### config.mk
export PLATFORM = sky130hd
export DESIGN_NAME = decimating_averager
export DESIGN_NICKNAME = d
export VERILOG_FILES = /design/src/rtl/decimating_averager.sv
export SDC_FILE = /design/constraint.sdc
export NUM_CORES = 1
export LEC_CHECK = 0
export ABC_AREA = 0
export BUFFER_PORTS_ARGS = -buffer_cell sky130_fd_sc_hd__buf_2
export CAP_MARGIN = 0
export CORE_ASPECT_RATIO = 0.8
export CORE_MARGIN = 2
export CORE_UTILIZATION = 38
export CTS_CLUSTER_SIZE = 25
export DETAILED_ROUTE_END_ITERATION = 8
export PLACE_DENSITY = 0.55
export SLEW_MARGIN = 5
export SYNTH_ARGS = -nofsm -noshare
export SYNTH_HDL_FRONTEND = slang
export SYNTH_SLANG_ARGS = --single-unit
export TNS_END_PERCENT = 100
### constraint.sdc
create_clock -name clk_i -period 3.5 [get_ports clk_i]
set_input_delay 0 -clock clk_i [delete_from_list [all_inputs] [get_ports clk_i]]
set_output_delay 0 -clock clk_i [all_outputs]
set_load 0.05 [all_outputs]
### src/rtl/decimating_averager.sv
// Boxcar decimator: averages 2^k valid samples and emits the floor mean with a one-cycle valid_o.
// Latency is one cycle after the final sample. There is no backpressure: one sample is accepted every clock.
module decimating_averager #(
  parameter int WIDTH    = 16,
  parameter int MAX_LOG2 = 10,
  parameter int LOGW     = 4
) (
  input  logic                    clk_i,
  input  logic                    rst_i,
  input  logic signed [WIDTH-1:0] data_i,
  input  logic                    valid_i,
  input  logic        [LOGW-1:0]  log2_n_i,
  output logic signed [WIDTH-1:0] out_o,
  output logic                    valid_o,
  output logic                    busy_o
);

  localparam int ACCW = WIDTH + MAX_LOG2;
  localparam logic [LOGW-1:0] K_MAX = LOGW'(MAX_LOG2);

  logic signed [ACCW-1:0]  acc_q, acc_d, sum, shifted;
  logic        [MAX_LOG2-1:0] cnt_q, cnt_d, last_cnt;
  logic        [LOGW-1:0]  k_q, k_d, k_clamp, k_cur;
  logic signed [WIDTH-1:0] out_q, out_d;
  logic                    valid_q, valid_d;

  always_comb begin
    k_clamp = (log2_n_i > K_MAX) ? K_MAX : log2_n_i;
    // The first sample of a block already uses the newly latched ratio.
    k_cur    = (cnt_q == '0) ? k_clamp : k_q;
    last_cnt = ~({MAX_LOG2{1'b1}} << k_cur);
    sum      = acc_q + {{MAX_LOG2{data_i[WIDTH-1]}}, data_i};
    shifted  = sum >>> k_cur;

    acc_d   = acc_q;
    cnt_d   = cnt_q;
    k_d     = k_q;
    out_d   = out_q;
    valid_d = 1'b0;

    if (valid_i) begin
      if (cnt_q == '0) begin
        k_d = k_clamp;
      end
      if (cnt_q == last_cnt) begin
        out_d   = shifted[WIDTH-1:0];
        valid_d = 1'b1;
        acc_d   = '0;
        cnt_d   = '0;
      end else begin
        acc_d = sum;
        cnt_d = cnt_q + 1'b1;
      end
    end
  end

  always_ff @(posedge clk_i) begin
    if (rst_i) begin
      acc_q   <= '0;
      cnt_q   <= '0;
      k_q     <= '0;
      out_q   <= '0;
      valid_q <= 1'b0;
    end else begin
      acc_q   <= acc_d;
      cnt_q   <= cnt_d;
      k_q     <= k_d;
      out_q   <= out_d;
      valid_q <= valid_d;
    end
  end

  assign out_o   = out_q;
  assign valid_o = valid_q;
  assign busy_o  = (cnt_q != '0);

endmodule
==> flow_summary.toml <==
[outcome]
status = "finished, final reports clean"

[setup_path]
start_kind = "register"
required_ns = 3.73
cp_num_cells = 12
rrSetupSlack_ns = 0.14
critical_path.max_stage_delay_ns = 0.46
crit_start = "acc_q[0]"
endpoint = "out_o[13]"
rr_worst_depth = 12
cp-end-kind = "register"
cpMostUsedCell = "a211o_1"
worstSetupPathType = "reg2reg"
r2r-end = "out_o[13]"
cp_top_family = "compound AO/OA/AOI/OAI gates"
cpMaxStageDelayCell = "or4_4"
crit_arrival_ns = 3.59
crit_chain = "ha_4 > fa_2 > a211oi_2 > buf_4 > o211ai_1 > a211o_1 > or4_4 > nand4_1 > o21ai_2 > a221o_1 > a21o_1 > a211o_1"
rr_startpoint = "acc_q[0]"
crit_buf_inv = 1
crit_fanout = 4

[power_and_ir_drop]
power_frac_comb_pct = 48.9
intPower_uw = 1860
power.leakage_uw = 0.00269
worst_ir_drop_vdd_v = 0.000278
swShare_pct = 41.9
p_sw_uw = 1340
p_clk_share_pct = 28.3
cellPowerDensity_nw_per_um2 = 485
p_seq_share_pct = 22.8

[cells_and_area]
stdcell_count = 982
drive_above_1_share_pct = 20.1
layout.nets = 844
diodes = 0
final_common_cell = "nor2_1"
syn2layout_area_growth_pct = 19.6
design_area_um2 = 6610
final_cell_mix = "84 x nor2_1, 57 x nand2_1, 56 x dfxtp_1"

[timing]
worst_slew_pin_slew_ns = 0.706
hold_viol_final = 0
fin_crit_sh_pct = 95.9
slew_violations = 0
setup_viol = 0
layout_min_cycle_time_ns = 3.36
slew_headroom_pct = 52.5
finalClockSkew_ns = 0.00511
tns_ns = 0
fmax_ghz = 0.298

[floorplanning]
die_height_um = 112
initial_utilization_pct = 38.8
die_w_um = 139
core_area_um2 = 14200
io_pins = 41
std_cell_rows = 39
die-area_um2 = 15500

[yosys]
syn_area_per_cell_um2 = 7.51
yosysTopAreaCell = "dfxtp_1"
ys_ff_latch = 57
syn_inst = 736
synth_fp_nets = 787
yosysSeqAreaShare_pct = 20.7
synth.distinct_cells = 82
synth_edf_count = 0
syn_area_um2 = 5530
synth.area.top_cells = "dfxtp_1 21%, ha_1 6.1%, nor2_1 5.7%, a21oi_1 4.9%, nand2_1 3.9%"
synth_top_area_share_pct = 20.7
ys.flop_type = "dfxtp_1"
ys_warn_count = 0
async_flop_share_pct = 0

[worst_hold_path]
min_path_type = "in2reg"
hold_start = "valid_i"

[clock_tree]
htreeDepth = 3
clock_path_buffers = 2
root_buffer = "clkbuf_16"
path_clk_slew_ns = 0.05
cts_buffers = 9
cts_tree = "built"
worst_skew_pair.late_latency_ns = 0.34
clock-sinks = 57
cts_hold_buf = 0

[grt]
grt_pass1_wl_um = 29700
grt_usage_pct = 23.7
overflow = 0
grt_max_degree = 39
antenna_found_initial = 0
grt_pass1_vias = 5586

[detailed_routing]
ant_nets = 0
wirelength_um = 18500
num_vias = 6103
drt-vias-per-instance = 6.21
first_pass_iters = 5
remaining_drc_errors = 0
drt_iter0_drc = 566
wl_per_cell_um = 18.8

[placed_design]
port_buffers = 40
dp_hpwl_um = 14200
placed_area_um2 = 6170
globalplace.congestion = 0.945
dp_cells = 963

[run]
max_cap_violations = 0
Yosys cell counts, drive strengths merged (14+ instances only):
cell and n:
xor2 15, a21oi 56, o211ai 17, nand4 16
a22oi 23, dfxtp 57, nand3 24, clkbuf 40
o21ai 43, nand2 58, a211oi 22, nor2 84
nor3 14, ha 27
layout make-up:
type,instances,area (um^2)
Fill cell,1449,7640
Multi-Input combinational cell,617,4260
Sequential cell,57,1140
Timing Repair Buffer,96,633
Clock buffer,11,243
Tap cell,184,230
Clock inverter,5,55.1
Inverter,12,45.0
routing by layer:
metal	track usage [%]	part of all wire [%]	vias up
met2	35.9	43	210
met1	34.5	49	2902
met3	4.22	6.4	31
met5	0	0	-
li1	-	-	2960
met4	6.80	1.8	0
power groups by stage:
stage / Clock [uW] / Combinational [uW] / Sequential [uW]
finish: 905 / 1570 / 731
CTS: 921 / 1500 / 731
global route: 961 / 1710 / 736
global placement: 0 / 1480 / 742
floorplan: 0 / 1030 / 741
detailed placement: 0 / 1490 / 744
metrics by stage:
step / util [%] / setup WS (ns) / hold slack [ns] / total power (uW)
floorplan: - / 0.135 / 0.200 / 1770
global placement: 43.3 / -0.0156 / 0.379 / 2230
detailed placement: 43.3 / -0.0665 / 0.400 / 2240
CTS: 45.5 / 0.0519 / 0.0347 / 3160
global route: 46.4 / -0.0137 / 0.0734 / 3410
finish: 46.4 / 0.142 / 0.0430 / 3200
what timing repair did:
| action | CTS | global route |
|---|---|---|
| setup buffers | 0 | 3 |
| pin swaps | 1 | 10 |
| setup endpoints to repair | 4 | 44 |
| resized for setup | 3 | 22 |
flip-flops by register name (all words and copies together) (netlist names):
signal and count:
acc_q 26, out_o 16, valid_o 1, cnt_q 10, k_q 4
logic make-up after synthesis:
kind of cell             count (synthesis)  synth area share [%]
XOR/XNOR                                26                  4.12
multiplexers                            15                  3.08
buffers and inverters                   62                  4.60
AO/OA/AOI/OAI                          273                  35.1
AND/OR/NAND/NOR                        275                  26.0
flip-flops                              57                  20.7
adder cells (fa/ha/maj)                 28                  6.48
worst min path at each step:
| stage | endpoint | slack [ns] | depth (start not counted) |
|---|---|---|---|
| 5_1_grt | acc_q[0] | 0.07 | 4 |
| 3_3_place_gp | k_q[3] | 0.38 | 2 |
| 6_report | k_q[2] | 0.04 | 2 |
| 2_1_floorplan | out_o[5] | 0.20 | 3 |
| 3_5_place_dp | k_q[2] | 0.40 | 2 |
| 4_1_cts | k_q[2] | 0.03 | 2 |
(Power assumes the default switching activity.)
